<file path="config.mk">
export PLATFORM = sky130hd
export DESIGN_NAME = i_mem_loader
export DESIGN_NICKNAME = d
export VERILOG_FILES = /design/src/rtl/i_mem_loader.sv
export SDC_FILE = /design/constraint.sdc
export NUM_CORES = 1
export LEC_CHECK = 0
export ABC_AREA = 1
export BUFFER_PORTS_ARGS = -buffer_cell sky130_fd_sc_hd__clkbuf_2
export CAP_MARGIN = 5
export CORE_MARGIN = 3
export CORE_UTILIZATION = 45
export DETAILED_ROUTE_END_ITERATION = 10
export MAX_ROUTING_LAYER = met4
export PLACE_DENSITY = 0.67
export SYNTH_ARGS = -nofsm -noshare
export SYNTH_HDL_FRONTEND = slang
export SYNTH_SLANG_ARGS = --single-unit
</file>
<file path="constraint.sdc">
create_clock -name clk -period 1.9 [get_ports clk]
set_clock_uncertainty 0.1 [all_clocks]
set_input_delay 0.285 -clock clk [delete_from_list [all_inputs] [get_ports clk]]
set_output_delay 0.285 -clock clk [all_outputs]
set_load 0.01 [all_outputs]
</file>
<file path="src/rtl/i_mem_loader.sv">
// Instruction-memory loader: turns a length-prefixed big-endian byte stream into
// word writes at byte address 4*i, holding the CPU off while the image arrives.
module i_mem_loader #(
    parameter int DEPTH = 256,
    parameter int CNT_W = 16
) (
    input  logic             clk,
    input  logic             rst_n,
    input  logic             start,
    input  logic [7:0]       byte_in,
    input  logic             byte_valid,
    output logic             byte_ready,
    output logic             wr_en,
    output logic [31:0]      wr_addr,
    output logic [31:0]      wr_data,
    output logic             cpu_hold,
    output logic             done,
    output logic             error,
    output logic [CNT_W-1:0] words_done
);

    typedef enum logic [2:0] {
        ST_IDLE   = 3'd0,
        ST_LEN_HI = 3'd1,
        ST_LEN_LO = 3'd2,
        ST_DATA   = 3'd3,
        ST_WRITE  = 3'd4,
        ST_DONE   = 3'd5,
        ST_ERROR  = 3'd6
    } state_t;

    localparam logic [CNT_W-1:0] DEPTH_L = CNT_W'(DEPTH);

    state_t           state_r;
    logic [CNT_W-1:0] len_r;
    logic [23:0]      shift_r;
    logic [1:0]       byte_cnt_r;
    logic [CNT_W-1:0] len_new_s;
    logic [CNT_W-1:0] words_next_s;
    logic             take_s;

    assign take_s       = byte_valid & byte_ready;
    assign len_new_s    = {len_r[CNT_W-1:8], byte_in};
    assign words_next_s = words_done + CNT_W'(1);

    // Load sequencer: state, counters, shift register and all registered outputs.
    always_ff @(posedge clk) begin
        if (!rst_n) begin
            state_r    <= ST_IDLE;
            len_r      <= '0;
            shift_r    <= 24'd0;
            byte_cnt_r <= 2'd0;
            byte_ready <= 1'b0;
            wr_en      <= 1'b0;
            wr_addr    <= 32'd0;
            wr_data    <= 32'd0;
            cpu_hold   <= 1'b0;
            done       <= 1'b0;
            error      <= 1'b0;
            words_done <= '0;
        end else begin
            case (state_r)
                ST_IDLE, ST_DONE, ST_ERROR: begin
                    if (start) begin
                        state_r    <= ST_LEN_HI;
                        done       <= 1'b0;
                        error      <= 1'b0;
                        words_done <= '0;
                        cpu_hold   <= 1'b1;
                        byte_ready <= 1'b1;
                    end else begin
                        state_r <= state_r;
                    end
                end
                ST_LEN_HI: begin
                    if (take_s) begin
                        len_r[CNT_W-1:8] <= byte_in;
                        state_r          <= ST_LEN_LO;
                    end else begin
                        state_r <= ST_LEN_HI;
                    end
                end
                ST_LEN_LO: begin
                    if (take_s) begin
                        len_r <= len_new_s;
                        if (len_new_s == '0) begin
                            state_r    <= ST_DONE;
                            done       <= 1'b1;
                            cpu_hold   <= 1'b0;
                            byte_ready <= 1'b0;
                        end else if (len_new_s > DEPTH_L) begin
                            // Oversized image: reject before any memory is touched.
                            state_r    <= ST_ERROR;
                            error      <= 1'b1;
                            cpu_hold   <= 1'b0;
                            byte_ready <= 1'b0;
                        end else begin
                            state_r    <= ST_DATA;
                            byte_cnt_r <= 2'd0;
                        end
                    end else begin
                        state_r <= ST_LEN_LO;
                    end
                end
                ST_DATA: begin
                    if (take_s) begin
                        shift_r    <= {shift_r[15:0], byte_in};
                        byte_cnt_r <= byte_cnt_r + 2'd1;
                        if (byte_cnt_r == 2'd3) begin
                            state_r    <= ST_WRITE;
                            byte_ready <= 1'b0;
                            wr_en      <= 1'b1;
                            wr_addr    <= {{(32-CNT_W-2){1'b0}}, words_done, 2'b00};
                            wr_data    <= {shift_r, byte_in};
                        end else begin
                            state_r <= ST_DATA;
                        end
                    end else begin
                        state_r <= ST_DATA;
                    end
                end
                ST_WRITE: begin
                    wr_en      <= 1'b0;
                    words_done <= words_next_s;
                    byte_cnt_r <= 2'd0;
                    if (words_next_s == len_r) begin
                        state_r    <= ST_DONE;
                        done       <= 1'b1;
                        cpu_hold   <= 1'b0;
                        byte_ready <= 1'b0;
                    end else begin
                        state_r    <= ST_DATA;
                        byte_ready <= 1'b1;
                    end
                end
                default: begin
                    state_r    <= ST_IDLE;
                    byte_ready <= 1'b0;
                    wr_en      <= 1'b0;
                    cpu_hold   <= 1'b0;
                end
            endcase
        end
    end

endmodule
</file>
==> summary.md <==
| Metric | Value |
|---|---|
| H-tree Lvls | `4` |
| Tcrit/Tclk final | `105.1%` |
| CP endpoint kind | `flip-flop` |
| CP Launch Point | `words_done[1]$_SDFFE_PN0P_` |
| Design area | `just under 7000 sq um` |
| Tot GR Track Use | `23.74%` |
| Vias per inst | `4.978` |
| CP dominant cell by count | `nand2_1` |
| GRT busiest layer | `met2` |
| First-pass GRT wire length | `23,260 microns` |
| Clock-pin transition on the worst setup and hold timing paths | `0.05 ns` |
| Synth top area share | `44.96%` |
| Vias in the first global route | `4,797` |
| IO Pins | `97` |
| Most frequent cells after synthesis | `nand2_1 (125), dfxtp_1 (114), nor2_1 (99), a21oi_1 (74), inv_1 (70)` |
| Leakage | `3.010 nW` |
| Crit-path max FO | `5` |
| Initial Util | `between 40% and 50%` |
| Post-DP HPWL | `10,290 microns` |
| Vias | `4,918` |
| Startpoint Class | `flip-flop` |
| Hold WS | `~0.098 ns` |
| Syn-to-layout area delta | `33.57%` |
| CTS root buffer | `clkbuf_16` |
| Cell family with most CP delay | `simple AND/OR/NAND/NOR gates` |
| Top FF cell, synth | `dfxtp_1` |
| Multi-input logic area | `approximately 2400 sq um` |
| Clock sinks | `approximately 110` |
| Worst path bufs/invs | `3` |
| Final hold viol count | `0` |
| Worst-Skew Late Latency | `just over 0.4 ns` |
| Met1 usage | `29.52%` |
| Violated checks | `setup timing` |
| Grt met2 use | `around 38%` |
| Synth top area cells | `dfxtp_1 (45%), nand2_1 (9.2%), nor2_1 (7.3%), a21oi_1 (7.3%), o21ai_0 (6.8%)` |
| Max Cap Violations | `0` |
| Syn Std Cell Area | `5076 sq um` |
| Fin. max-slew vios | `0` |
| Peak VDD IR | `0.0006067 V` |
| Port buffer count | `80` |
| Core Area | `10,940 sq um` |
| Routed wire length | `14,140 microns` |
| Initial antenna violation count | `0` |
| Worst Path Arrival | `2.19 ns` |
| Outcome | `finished with violations` |
| Final min period | `1.997 ns` |
| Syn Inst Count | `703` |
| Async S/R FF share, synth | `0%` |
| Yosys reg bits | `114` |
| RSZ-0062 raised after global routing | `true` |
| DRC | `0` |
| Final Setup Violations | `5` |
| Router iterations before antenna repair | `5` |
| Largest net degree at the start of global routing | `39` |
| Critical path required time | `2.10 ns` |
| Grt total ovfl | `0` |
| Fmax | `0.5007 GHz` |
| Hold path start | `start` |
| Filler instances | `980` |
| Die Area | `12,590 sq um` |
| Sum Neg Setup Slack | `-0.3311 ns` |
| Grt met3 use | `5.391%` |
| Post-synthesis sequential area ratio | `44.96%` |
| Synth area leader | `dfxtp_1` |
| Max Root-Sink Buffers | `2` |
| Cells along the critical path | `buf_4 -> nand2_2 -> nor2_4 -> buf_4 -> nand4_1 -> nand2_1 -> nand2_1 -> nand2_1 -> nand2_1 -> nor2_2 -> nand3_2 -> nand2_4 -> buf_4 -> a21oi_1` |
| Count of cell types in the netlist | `33` |
| Share of layout cells above drive strength 1 | `27.59%` |
| Synth warn | `0` |
| Register Area | `2296 sq um` |
| Synth Area per Inst | `7.221 sq um` |
| Drt initial violations | `300` |
| Most numerous cell in the Yosys netlist | `nand2_1` |
| Slowest-stage cell, CP | `dfxtp_4` |
| CTS buffer count | `17` |
| WS Path Type | `reg -> reg` |
| Die height | `between 100 and 150 microns` |
| PD cells | `around 990 nW/um^2` |
| Routed len/inst | `14.31 microns` |
| Fin nets | `between 800 and 900` |
| Die X | `112.2 microns` |
| Reg-to-Reg Start | `words_done[1]$_SDFFE_PN0P_` |
| Final GP Congestion | `between 0.9 and 1` |
| Final WS setup | `-0.09701 ns` |
| CTS tree | `done` |
| Hold buffers post-CTS | `0` |
| Max stage delay on crit path | `0.36 ns` |
| Ant. Diodes | `0` |
| Routed Antenna Nets | `0` |
| FP Rows | `38` |
| Number of synthesized flops with an enable pin | `0` |
| Post-Place Cell Area | `5991 sq um` |
| Worst hold path class | `in -> reg` |
final timing paths:
path | endpoint | slack, ns | cells after the start
worst max-delay path | byte_ready$_SDFFE_PN0P_ | -0.1 | 14
worst min-delay path | error$_SDFFE_PN0P_ | 0.1 | 4
worst max register to register | byte_ready$_SDFFE_PN0P_ | -0.1 | 14
worst min register to register | shift_r[16]$_SDFFE_PN0P_ | 0.35 | 2
tightest hold or removal path, delay by kind of cell:
family	cells	cell delay (ns)
buf+inv	1	0.09
simple gates	3	0.19
layout by cell type, fill, tap and decap left out, types with 4 or more instances in the layout:
cell	n
buf_12	5
inv_1	70
nand3_2	6
nor2_4	9
clkbuf_16	17
a211oi_1	23
nor2_1	94
conb_1	16
nand4_1	10
bufinv_16	4
clkbuf_2	80
nor2_2	7
dfxtp_2	5
nand3_1	24
a21oi_2	4
o21ai_0	62
nand2_2	11
dfxtp_1	107
buf_4	60
o21ai_1	9
a21oi_1	71
nand2_1	117
cells by family after synthesis:
kind of cell | Yosys count | share of synthesized area, %
AOI/OAI and AO/OA | 171 | 18.19
buffers and inverters | 123 | 10.72
adders and majority gates | 2 | 0.4929
and+or+nand+nor | 287 | 24.28
other | 1 | 0.07388
DFF | 114 | 44.96
xor gates and xnor gates | 5 | 1.282
through the flow:
step	power, mW	worst slack (ns)	utilization [%]	instances
after global placement	3.298	-0.06907	54.78	953
after CTS	6.726	-0.06635	61.12	985
after global routing	7.009	-0.2395	62.00	988
final	6.746	-0.09701	62.00	988
after detailed placement	3.311	-0.1192	54.78	953
after floorplan	3.071	0.02111	-	718
cell type report:
class	instances	share of cell area [%]
clock buffer	20	6.736
timing repair buffer	146	14.19
clock inverter	12	2.639
tap	140	2.584
inverter	75	4.189
sequential	114	33.86
multi-input combinational	481	35.80
repair_timing:
action	in CTS	in global routing
resized for setup	15	30
endpoints found under the setup margin	23	96
pin swaps	5	6
cloned	0	0
setup buffers	0	3
flip-flops by register name, indices dropped and copies added, names as in the netlist:
signal	count
done	1
words_done	16
state_r	3
cpu_hold	1
len_r	16
error	1
wr_addr	16
wr_data	32
shift_r	24
wr_en	1
byte_ready	1
byte_cnt_r	2
power breakdown:
part           internal, mW  switching (mW)  total (mW)  leakage [nW]
sequential             2.47          0.0627        2.53         0.924
clock                  2.27            1.14        3.41         0.303
combinational         0.303           0.501       0.804          1.78
total                  5.04            1.71        6.75          3.01
layer usage:
metal / wire length, microns / up-vias
met3: 728 / 19
met5: 0 / -
met2: 6710 / 145
li1: - / 2529
met4: 237 / 0
met1: 6465 / 2225
No activity file was read; power rests on OpenSTA's default activity.
